--- config.mk ---
export PLATFORM = sky130hd
export DESIGN_NAME = alu_op_issuer
export DESIGN_NICKNAME = d
export VERILOG_FILES = /design/src/rtl/alu_op_issuer.sv
export SDC_FILE = /design/constraint.sdc
export NUM_CORES = 1
export LEC_CHECK = 0
export BUFFER_PORTS_ARGS = -buffer_cell sky130_fd_sc_hd__buf_2
export CORE_UTILIZATION = 53
export DETAILED_ROUTE_END_ITERATION = 12
export PLACE_DENSITY = 0.77
export RECOVER_POWER = 25
export SYNTH_ARGS = -nofsm -noshare
export SYNTH_HDL_FRONTEND = slang
export SYNTH_SLANG_ARGS = --single-unit
--- constraint.sdc ---
create_clock -name clk_i -period 2.25 [get_ports clk_i]
set_input_delay 0.225 -clock clk_i [delete_from_list [all_inputs] [get_ports clk_i]]
set_output_delay 0.225 -clock clk_i [all_outputs]
set_load 0.05 [all_outputs]
--- src/rtl/alu_op_issuer.sv ---
// Initiator side of a 32-bit ALU operand/opcode interface: registers requests toward a
// combinational ALU and returns tagged results in order through a small response FIFO.
module alu_op_issuer #(
    parameter int unsigned WIDTH = 32,
    parameter int unsigned TAGW  = 4,
    parameter int unsigned DEPTH = 4
) (
    input  logic                       clk_i,
    input  logic                       rst_ni,
    input  logic                       req_valid_i,
    output logic                       req_ready_o,
    input  logic [WIDTH-1:0]           req_a_i,
    input  logic [WIDTH-1:0]           req_b_i,
    input  logic [2:0]                 req_op_i,
    input  logic [TAGW-1:0]            req_tag_i,
    output logic [WIDTH-1:0]           alu_a_o,
    output logic [WIDTH-1:0]           alu_b_o,
    output logic [2:0]                 alu_opcode_o,
    input  logic [WIDTH-1:0]           alu_result_i,
    output logic                       rsp_valid_o,
    input  logic                       rsp_ready_i,
    output logic [WIDTH-1:0]           rsp_result_o,
    output logic [TAGW-1:0]            rsp_tag_o,
    output logic                       rsp_err_o,
    output logic [$clog2(DEPTH):0]     inflight_o
);

    localparam int unsigned PtrW = $clog2(DEPTH);
    localparam int unsigned CntW = PtrW + 1;

    typedef struct packed {
        logic [WIDTH-1:0] result;
        logic [TAGW-1:0]  tag;
        logic             err;
    } rsp_t;

    logic             stage_valid_q;
    logic [WIDTH-1:0] alu_a_q;
    logic [WIDTH-1:0] alu_b_q;
    logic [2:0]       alu_op_q;
    logic [TAGW-1:0]  tag_q;
    logic             err_q;

    logic [PtrW-1:0]  wr_ptr_q;
    logic [PtrW-1:0]  rd_ptr_q;
    logic [CntW-1:0]  count_q;
    logic [CntW-1:0]  count_d;
    logic [CntW-1:0]  inflight_q;
    logic [CntW-1:0]  inflight_d;
    rsp_t             mem_q [DEPTH];

    logic accept;
    logic push;
    logic pop;
    logic illegal;
    rsp_t push_entry;
    rsp_t head;

    // Ready depends only on registered occupancy, so a pop frees space one cycle later.
    assign req_ready_o = (inflight_q < CntW'(DEPTH));
    assign accept      = req_valid_i & req_ready_o;
    assign illegal     = (req_op_i > 3'd2);
    assign push        = stage_valid_q;
    assign pop         = rsp_valid_o & rsp_ready_i;

    assign push_entry.result = err_q ? '0 : alu_result_i;
    assign push_entry.tag    = tag_q;
    assign push_entry.err    = err_q;

    always_comb begin
        count_d = count_q;
        if (push && !pop) begin
            count_d = count_q + CntW'(1);
        end else if (!push && pop) begin
            count_d = count_q - CntW'(1);
        end
        inflight_d = count_d + CntW'(accept);
    end

    always_ff @(posedge clk_i or negedge rst_ni) begin
        if (!rst_ni) begin
            stage_valid_q <= 1'b0;
            alu_a_q       <= '0;
            alu_b_q       <= '0;
            alu_op_q      <= '0;
            tag_q         <= '0;
            err_q         <= 1'b0;
            wr_ptr_q      <= '0;
            rd_ptr_q      <= '0;
            count_q       <= '0;
            inflight_q    <= '0;
        end else begin
            stage_valid_q <= accept;
            if (accept) begin
                alu_a_q  <= req_a_i;
                alu_b_q  <= req_b_i;
                alu_op_q <= req_op_i;
                tag_q    <= req_tag_i;
                err_q    <= illegal;
            end
            if (push) begin
                wr_ptr_q <= wr_ptr_q + PtrW'(1);
            end
            if (pop) begin
                rd_ptr_q <= rd_ptr_q + PtrW'(1);
            end
            count_q    <= count_d;
            inflight_q <= inflight_d;
        end
    end

    // Storage needs no reset: occupancy alone decides what is visible.
    always_ff @(posedge clk_i) begin
        if (push) begin
            mem_q[wr_ptr_q] <= push_entry;
        end
    end

    assign head         = mem_q[rd_ptr_q];
    assign rsp_valid_o  = (count_q != '0);
    assign rsp_result_o = rsp_valid_o ? head.result : '0;
    assign rsp_tag_o    = rsp_valid_o ? head.tag : '0;
    assign rsp_err_o    = rsp_valid_o ? head.err : 1'b0;

    assign alu_a_o      = alu_a_q;
    assign alu_b_o      = alu_b_q;
    assign alu_opcode_o = alu_op_q;
    assign inflight_o   = inflight_q;

endmodule

### Yosys cells after proc, flatten, opt, wreduce, memory -nomap -nowiden

Memory sizes are Yosys's and may differ from the RTL's.
Index checks and enable logic that the tools add are counted.

* $add $sub $neg: 5
* magnitude comparators: 2
* muxes and demuxes: 8
* bitwise operators: 2
* reductions and logical operators: 5

Operator list (count)
* $mux 32: 2
* $mux 3: 2
* $add 2x1->2 const B: 2
* $mux 4: 1
* $add 3x1->3: 1
* $add 3x1->3 const B: 1
* $gt 3x2->1 const B: 1
* $lt 3x3->1 const B: 1
* $mux 1: 3
* $reduce_bool 3->1: 1
* $sub 3x1->3 const B: 1
* $and 1x1->1: 2
* $logic_and 1x1->1: 2
* $logic_not 1->1: 2

* flip-flop bits (word level): 83
* memory bits (writable): 148
* input port bits: 107
* output and inout port bits: 109
* logic and storage cells: 33
* memories kept: 1

Memories
* mem_q: depth 4, width 37, rd ports 1, clocked after Yosys merged registers in 0, write ports 1, line 50 `rsp_t mem_q [DEPTH];`

### Longest topological paths before layout

* depth after elaboration: 6
* mapped depth: 8
* gate-level depth less buffers: 8

### Worst setup path before layout

Ideal clock, no wire load.

* kind: register -> output
* from: reg count_q[0]
* to: out rsp_result_o[25]
* arrival: 1886 ps
* required time: 2025 ps
* slack: 139 ps
* cell stages (with the launch flop): 6
* buffers on the path: 1
* path through: dfrtp_1 > inv_1 > ha_1 > nand2b_1 > clkbuf_1 > and2_1

* word-level cells in the longest chain between the ends: 2

RTL lines
* from (decl): line 46 `logic [CntW-1:0] count_q;`
* from (signal assigned): line 107 `count_q <= count_d;`
* $reduce_bool 3->1: line 120 `assign rsp_valid_o = (count_q != '0);`
* named net rsp_valid_o: line 20 `output logic rsp_valid_o,`
* $mux 32: line 121 `assign rsp_result_o = rsp_valid_o ? head.result : '0;`
* to (decl): line 22 `output logic [WIDTH-1:0] rsp_result_o,`

The timed path passes the listed nets, and every way through them passes these cells.

### Worst setup path after layout

* from: reg rd_ptr_q[0]
* to: out rsp_result_o[1]

* word-level cells in the longest chain between the ends: 2

RTL lines
* from (decl): line 45 `logic [PtrW-1:0] rd_ptr_q;`
* from (signal assigned): line 105 `rd_ptr_q <= rd_ptr_q + PtrW'(1);`
* $mem_v2 4x37
* $mux 32: line 121

No other way between the ends.

==> impl_metrics.tcl <==
set metrics [dict create \
    worstHoldPathCells 3 \
    min_path_type "in -> reg" \
    synth_warnings 0 \
    syn-cell-area_sq_um 9060 \
    antenna_found_initial 0 \
    ios 216 \
    die_x_microns 133 \
    gp_congestion 0.742 \
    slew-limit-headroom_pct 25.8 \
    finalWirelength_microns 20500 \
    setup_viol 12 \
    critPathCaptureType "output pin" \
    syn_to_final_growth_pct 36.4 \
    power_density_nw_per_um2 1680 \
    status "complete, but fails checks" \
    timing.rr.start "inflight_o[2]$_DFF_PN0_" \
    syn-mean-instance-area_sq_um 18.9 \
    cts_max_path_buffers 3 \
    grt_usage_pct 24.4 \
    start_util_pct 54.4 \
    critPathKind "reg -> out" \
    row_count 47 \
    layout-drive-gt1-share_pct 51.6 \
    nets 902 \
    synthDistinctLibCells 25 \
    tritoncts "built" \
    grt_pass1_wl_microns 32600 \
    die_h_microns 133 \
    ys_seq_area_share_pct 72.0 \
    drv_slew 0 \
    cts_buffers 23 \
    first_pass_iters 6 \
    holdWs_ns 0.0982 \
    reg2reg_depth 5 \
    clock_skew_ns 0.00849 \
    cp.required_ns 2.03 \
    cp_max_fo 7 \
    hold_end "rd_ptr_q[1]$_DFFE_PN0P_" \
    routed_via_density 5.37 \
    first_global_vias 6109 \
    dp.final_hpwl_microns 11300 \
    violations "setup timing" \
    clkSinkCount 231 \
    rrSetupSlack_ns 0.15 \
    worst_pin_slew_ns 1.11 \
    postLayoutSetupSlackWorst_ns -0.0273 \
    core_area_sq_um 16600 \
    rsz0062_at_grt "true" \
    reg2reg_to "inflight_o[2]$_DFF_PN0_" \
    p_leak_nw 5.00 \
    grt_max_degree 84 \
    ys_seq_elements 231 \
    synthCells 479 \
    clkTransAtPathRegs_ns 0.06 \
    synth_fp_nets 595 \
    final_cell_count_no_fill 1022 \
    synth-main-ff-cell "edfxtp_1" \
    wl_per_cell_microns 20.1 \
    postRouteAntennaNets 0 \
    drv_cap 0 \
    worstPathArrival_ns 2.05 \
    max_stage_delay_ns 0.43 \
    p_total_mw 20.8 \
    htreeDepth 1 \
    dieArea_sq_um 17600 \
    min_from "rsp_ready_i" \
    async_reset_ff_share_pct 35.9 \
    num_vias 5491 \
    post-route-period-util_pct 101 \
    fin_tns_setup_ns -0.189 \
    num_antenna_cells 0 \
    fmax_mhz 439 \
    grt_remaining_overflow 0 \
    root_buffer "clkbuf_16" \
    cp_common_cell "buf_12" \
    drt_iter0_drc 351 \
    synth_edf_count 148 \
    crit_chain "buf_12 > buf_12 > buf_16 > mux4_2 > and2_4 > buf_6" \
    port_buffers 215 \
    utilization_pct 74.3 \
    ir_drop_v 0.00125 \
    drc_errors 0 \
    period_minus_slack_ns 2.28 \
    clock_latency_ns 0.50 \
    finalHoldViolCount 0 \
    critPathSlowestCell "dfrtp_2" \
    start_kind "flip-flop" \
    dp.cells 903 \
]
-- final cells by class --
type	instances	area [sq um]
clock inverter	4	20.0
inverter	6	22.5
timing repair buffer	306	2350
fill	963	4280
tap	220	275
sequential	231	6520
multi-input combinational	218	2480
clock buffer	37	699
-- registers in the layout, indices dropped and copies added, names as in the netlist, 3 cells and up --
register and flops:
mem_q 148, alu_a_o 32, alu_b_o 32, tag_q 4, alu_opcode_o 3, count_q 3, inflight_o 3
-- layout by cell type, fill, tap and decap left out --
| master | n |
|---|---|
| a211o_1 | 1 |
| a21o_1 | 1 |
| a21oi_1 | 7 |
| a311oi_1 | 1 |
| and2_1 | 8 |
| and2_2 | 4 |
| and2_4 | 29 |
| buf_12 | 8 |
| buf_16 | 3 |
| buf_2 | 177 |
| buf_4 | 9 |
| buf_6 | 26 |
| buf_8 | 8 |
| clkbuf_1 | 6 |
| clkbuf_16 | 23 |
| clkbuf_2 | 1 |
| clkbuf_4 | 4 |
| clkbuf_8 | 6 |
| clkinv_2 | 4 |
| dfrtp_1 | 81 |
| dfrtp_2 | 2 |
| dlygate4sd3_1 | 72 |
| edfxtp_1 | 148 |
| ha_1 | 9 |
| inv_1 | 6 |
| mux2_2 | 72 |
| mux4_2 | 37 |
| nand2_1 | 2 |
| nand2b_1 | 2 |
| nand2b_4 | 1 |
| nand3_1 | 1 |
| nand3b_1 | 1 |
| nand4bb_1 | 1 |
| nor2_1 | 1 |
| nor2b_1 | 33 |
| o21ai_0 | 1 |
| xnor2_1 | 3 |
| xor2_1 | 3 |
-- worst max-delay path: cells and delay by family, from the launching register on --
family	cells	cell delay, ns
buf+inv	4	0.54
simple gates	1	0.18
mux	1	0.41
flops	1	0.43
-- cells in the mapped netlist, types with 2 or more instances --
master    number  share of area (%)
edfxtp_1     148                 49
xor2_1         3               0.29
and2_1        41                2.8
nand2b_1       3               0.21
nand2_1        2              0.083
dfrtp_1       83                 23
inv_1          6               0.25
clkbuf_1       9               0.37
xnor2_1        3               0.29
mux2_2        72                8.9
nor2b_1       33                2.3
mux4_2        37                9.2
a21oi_1        7               0.39
buf_6          2               0.25
buf_4          2               0.17
ha_1           9                1.2
buf_2         11               0.61
-- report_power, final --
part	internal [mW]	switching (mW)
registers	5.93	0.630
clock network	2.12	1.50
logic	3.95	6.64
total	12.0	8.77
-- timing repair --
action / in CTS / in global routing
hold buffers: 72 / 0
cloned: 3 / 0
setup endpoints to repair: 37 / 37
hold endpoints to repair: 154 / 0
pin swaps: 0 / 5
setup buffers: 3 / 1
gates resized for setup: 71 / 41
-- logic make-up after synthesis --
| family | count (synthesis) | synth area share [%] |
|---|---|---|
| AO/OA/AOI/OAI | 11 | 0.718 |
| AND/OR/NAND/NOR | 83 | 5.70 |
| XOR/XNOR | 6 | 0.580 |
| adder cells (fa/ha/maj) | 9 | 1.24 |
| buffers and inverters | 30 | 1.64 |
| flip-flops | 231 | 72.0 |
| multiplexers | 109 | 18.1 |
-- how the worst max path moves through the flow --
| stage | endpoint | slack [ns] | cells past startpoint | from |
|---|---|---|---|---|
| 4_1_cts | rsp_result_o[10] | -0.07 | 6 | rd_ptr_q[0]$_DFFE_PN0P_ |
| 6_report | rsp_result_o[1] | -0.03 | 6 | rd_ptr_q[0]$_DFFE_PN0P_ |
| 3_3_place_gp | inflight_o[2]$_DFF_PN0_ | 0.36 | 8 | count_q[0]$_DFF_PN0_ |
| 5_1_grt | rsp_result_o[19] | -0.08 | 6 | rd_ptr_q[0]$_DFFE_PN0P_ |
| 2_1_floorplan | rsp_result_o[25] | 0.14 | 5 | count_q[0]$_DFF_PN0_ |
| 3_5_place_dp | inflight_o[2]$_DFF_PN0_ | 0.23 | 8 | count_q[1]$_DFF_PN0_ |
-- through the flow --
step                      cell area, sq um  setup slack (ns)
final                                12400           -0.0273
after global routing                 12400           -0.0835
after CTS                            12200           -0.0712
after detailed placement             10500             0.226
after global placement               10500             0.357
after floorplan                       9060             0.139
-- routing by layer --
layer / track usage, % / up-vias / part of all wire [%]
met4: 7.85 / 0 / 2.5
met2: 42.7 / 215 / 52
met5: 0 / - / 0
met3: 5.94 / 47 / 6.5
met1: 29.8 / 2807 / 39
li1: - / 2422 / -
Note: power is estimated with default switching activity, not from simulation.
